==> src/rtl/serial_chunk_adder.sv <==
// Multi-cycle adder/subtractor: one CHUNK-bit ripple slice reused over WIDTH/CHUNK cycles,
// LSB chunk first, with valid/ready handshakes on both sides.
module serial_chunk_adder #(
   parameter int WIDTH = 8,
   parameter int CHUNK = 2
) (
   input  logic             clk,
   input  logic             rst,
   input  logic             in_valid,
   output logic             in_ready,
   input  logic [WIDTH-1:0] a,
   input  logic [WIDTH-1:0] b,
   input  logic             cin,
   input  logic             sub,
   output logic             out_valid,
   input  logic             out_ready,
   output logic [WIDTH-1:0] sum,
   output logic             cout,
   output logic             overflow
);

   localparam int NCHUNK = WIDTH / CHUNK;
   localparam int IDX_W  = (NCHUNK > 1) ? $clog2(NCHUNK) : 1;

   typedef enum logic [1:0] {IDLE, BUSY, DONE} state_t;

   state_t             state_q, state_d;
   logic [WIDTH-1:0]   a_q, a_d, b_q, b_d, sum_q, sum_d;
   logic               carry_q, carry_d, cout_q, cout_d, ovf_q, ovf_d;
   logic [IDX_W-1:0]   idx_q, idx_d;

   logic [CHUNK-1:0]   a_chunk, b_chunk, s_chunk;
   logic               c_chunk;
   logic               last_chunk;

   // Shared ripple slice; b_q already holds ~b for subtraction.
   always_comb begin
      a_chunk    = a_q[int'(idx_q)*CHUNK +: CHUNK];
      b_chunk    = b_q[int'(idx_q)*CHUNK +: CHUNK];
      {c_chunk, s_chunk} = {1'b0, a_chunk} + {1'b0, b_chunk} + {{CHUNK{1'b0}}, carry_q};
      last_chunk = (idx_q == IDX_W'(NCHUNK - 1));
   end

   // NOTE: non-blocking assignments in clocked blocks so every flop samples pre-edge values.
   always_ff @(posedge clk or posedge rst) begin
      if (rst) begin
         state_q <= IDLE;
         a_q     <= '0;
         b_q     <= '0;
         sum_q   <= '0;
         carry_q <= 1'b0;
         cout_q  <= 1'b0;
         ovf_q   <= 1'b0;
         idx_q   <= '0;
      end else begin
         state_q <= state_d;
         a_q     <= a_d;
         b_q     <= b_d;
         sum_q   <= sum_d;
         carry_q <= carry_d;
         cout_q  <= cout_d;
         ovf_q   <= ovf_d;
         idx_q   <= idx_d;
      end
   end

   // NOTE: every always_comb output gets a default first so no latch is inferred.
   always_comb begin
      state_d = state_q;
      case (state_q)
         IDLE:    if (in_valid) state_d = BUSY;
         BUSY:    if (last_chunk) state_d = DONE;
         DONE:    if (out_ready) state_d = IDLE;
         default: state_d = IDLE;
      endcase
   end

   always_comb begin
      a_d     = a_q;
      b_d     = b_q;
      sum_d   = sum_q;
      carry_d = carry_q;
      cout_d  = cout_q;
      ovf_d   = ovf_q;
      idx_d   = idx_q;
      case (state_q)
         IDLE: begin
            if (in_valid) begin
               a_d     = a;
               b_d     = sub ? ~b : b;
               carry_d = sub ? 1'b1 : cin;
               idx_d   = '0;
            end
         end
         BUSY: begin
            sum_d[int'(idx_q)*CHUNK +: CHUNK] = s_chunk;
            carry_d = c_chunk;
            if (last_chunk) begin
               idx_d  = '0;
               cout_d = c_chunk;
               // Carry into the MSB is recovered from the MSB's own sum bit.
               ovf_d  = c_chunk ^ (a_chunk[CHUNK-1] ^ b_chunk[CHUNK-1] ^ s_chunk[CHUNK-1]);
            end else begin
               idx_d = idx_q + IDX_W'(1);
            end
         end
         default: ;
      endcase
   end

   always_comb begin
      in_ready  = (state_q == IDLE);
      out_valid = (state_q == DONE);
   end

   assign sum      = sum_q;
   assign cout     = cout_q;
   assign overflow = ovf_q;

endmodule

==> config.mk <==
export PLATFORM = sky130hd
export DESIGN_NAME = serial_chunk_adder
export DESIGN_NICKNAME = d
export VERILOG_FILES = /design/src/rtl/serial_chunk_adder.sv
export SDC_FILE = /design/constraint.sdc
export NUM_CORES = 1
export LEC_CHECK = 0
export CAP_MARGIN = 20
export CORE_ASPECT_RATIO = 0.7
export CORE_MARGIN = 2
export CORE_UTILIZATION = 25
export CTS_BUF_LIST = sky130_fd_sc_hd__clkbuf_2
export DETAILED_ROUTE_END_ITERATION = 8
export PLACE_DENSITY = 0.44
export SLEW_MARGIN = 20
export SYNTH_ARGS = -nofsm -noshare
export SYNTH_HDL_FRONTEND = slang
export SYNTH_SLANG_ARGS = --single-unit
==> constraint.sdc <==
create_clock -name clk -period 3.7 [get_ports clk]
set_input_delay 0.37 -clock clk [delete_from_list [all_inputs] [get_ports clk]]
set_output_delay 0.37 -clock clk [all_outputs]
set_load 0.01 [all_outputs]
==> flow_metrics.tcl <==
set metrics [dict create \
    status "complete, no violations" \
    portBuffers 33 \
    grt_max_degree 32 \
    hp-class "in2async" \
    yosys.area.top_type_share 0.445 \
    gr-usage-all-layers 0.0980 \
    path_clk_slew_ns 0.16 \
    end_kind "flip-flop" \
    synth_area_um2 1740 \
    worst_clock_skew_ns 0.0267 \
    grt_pass1_vias 1179 \
    fin_util 0.323 \
    yosysUniqueCellTypes 30 \
    fin_nets 185 \
    layout.cells.most_common "clkdlybuf4s50_1" \
    period_needed_ns 2.75 \
    firstDrtPassIters 4 \
    n_fill_cell 681 \
    vias_per_cell 4.32 \
    worstSetupStartpointType "flip-flop" \
    grt_pass1_wl_um 5790 \
    regArea_um2 776 \
    postCtsSetupBuffers 0 \
    ys_ff_latch 31 \
    place_congestion 0.670 \
    syn_inst 117 \
    die-area_um2 7670 \
    clock_latency_ns 0.37 \
    antenna_cells 0 \
    max_cap_viol_count 0 \
    drtIter0Drc 18 \
    drive_above_1_share 0.261 \
    finalHoldViolations 0 \
    layout_setup_ws_ns 0.955 \
    dieHeight_um 73.9 \
    drc 0 \
    htree_levels 2 \
    setup_violations 0 \
    die_x_um 104 \
    dp_worst_setup_slack_ns 0.974 \
    path_max_fanout 5 \
    vias 1068 \
    syn_to_final_growth_pct 25.2 \
    ctsResizeCount 0 \
    rsz0062_at_grt "false" \
    p_per_area_nw_per_um2 877 \
    crit_arrival_ns 2.99 \
    finalSetupTns_ns 0 \
    clock_path_buffers 2 \
    grt_overflow 0 \
    routed_wl_um 3390 \
    synth_area_leaders "dfrtp_1, mux2_2, mux2_4, ha_1, xor2_1" \
    yosysSeqAreaShare 0.445 \
    max-slew-margin-rel 0.701 \
    power.leakage_nw 0.977 \
    syn_area_per_cell_um2 14.9 \
    mostFrequentLayoutCells "clkdlybuf4s50_1, dfrtp_1, mux2_2" \
    fmax_ghz 0.364 \
    cts_tree "yes" \
    synth_edf_count 0 \
    antenna_found_initial 0 \
    ant_nets 0 \
    io_pins 34 \
    hold_ws_ns 0.365 \
    initial_core_util 0.258 \
    syn_nets 148 \
    required_ns 3.94 \
    power_mw 1.91 \
    worst_slew_pin_slew_ns 0.448 \
    wl_per_cell_um 13.7 \
    synthArstFlopShare 1.00 \
    cts.sinks 31 \
    rows 25 \
    synth_top_flop_cell "dfrtp_1" \
    multiInputGateArea_um2 887 \
    numCtsBuffers 5 \
    core_um2 6760 \
    vdd_drop_max_mv 0.290 \
    ctsHoldBuffers 0 \
    synth_warnings 0 \
    post-dp-hpwl_um 2520 \
    report.final.slew_viol_count 0 \
    crit_type "reg2reg" \
    cts_root_buffer "clkbuf_2" \
    fin_crit_sh 0.742 \
    synth_top_area_cell "dfrtp_1" \
]
path summary, 6_finish.rpt:
kind                       startpoint        to  slack [ns]  cells after the start
setup / recovery             idx_q[0]  overflow        0.95                      5
hold / removal                    rst    sum[2]        0.36                      3
setup reg to reg             idx_q[0]  overflow        0.95                      5
hold reg to reg                sum[3]    sum[3]        0.53                      1
max in group asynchronous         rst    a_q[4]        3.02                      3
min in group clk               sum[3]    sum[3]        0.53                      1
sequential cells by signal, indices dropped and copies added, names as in the netlist:
signal and flops:
b_q 8, idx_q 2, carry_q 1, sum 8, a_q 8, cout 1, state_q 2, overflow 1
stage by stage:
step,instance area (um2),instances
6_report,2180,247
5_1_grt,2180,247
4_1_cts,2180,247
3_5_place_dp,2150,241
3_3_place_gp,2150,241
2_1_floorplan,1740,117
metal layers:
metal | GRT usage | part of all wire
met5 | 0 | 0
met4 | 0.0270 | 0.0071
met3 | 0.0364 | 0.058
met2 | 0.162 | 0.45
met1 | 0.123 | 0.49
cell usage after synthesis (all sizes together), types with 2 or more instances:
library cell  number
dfrtp             31
mux2              26
xor2               8
ha                 7
buf                6
inv                5
nor4bb             5
and3b              4
mux4               4
nand3b             3
a21o               2
and4b              2
fa                 2
where the power goes:
| part | internal, mW | switching [mW] |
|---|---|---|
| Combinational | 0.705 | 0.422 |
| Sequential | 0.499 | 0.134 |
| Clock | 0.0427 | 0.112 |
| Total | 1.25 | 0.667 |
critical path, stage by stage (launching register included):
cell	delay, ns
dfrtp_1	0.47
mux4_1	0.62
fa_1	0.43
fa_1	0.60
xor3_1	0.24
mux2_2	0.26
final cells by class:
type | count | share of cell area
Multi-Input combinational cell | 75 | 0.407
Sequential cell | 31 | 0.356
Clock buffer | 6 | 0.0138
Timing Repair Buffer | 36 | 0.162
Tap cell | 94 | 0.0539
Inverter | 5 | 0.00860
kinds of logic after synthesis:
group	count (synthesis)	synth area share
buf+inv	11	0.0459
simple gates	21	0.113
mux	30	0.243
flops	31	0.445
compound gates	6	0.0258
fa+ha+maj	9	0.0732
xor+xnor	9	0.0538
(Power assumes the default switching activity.)
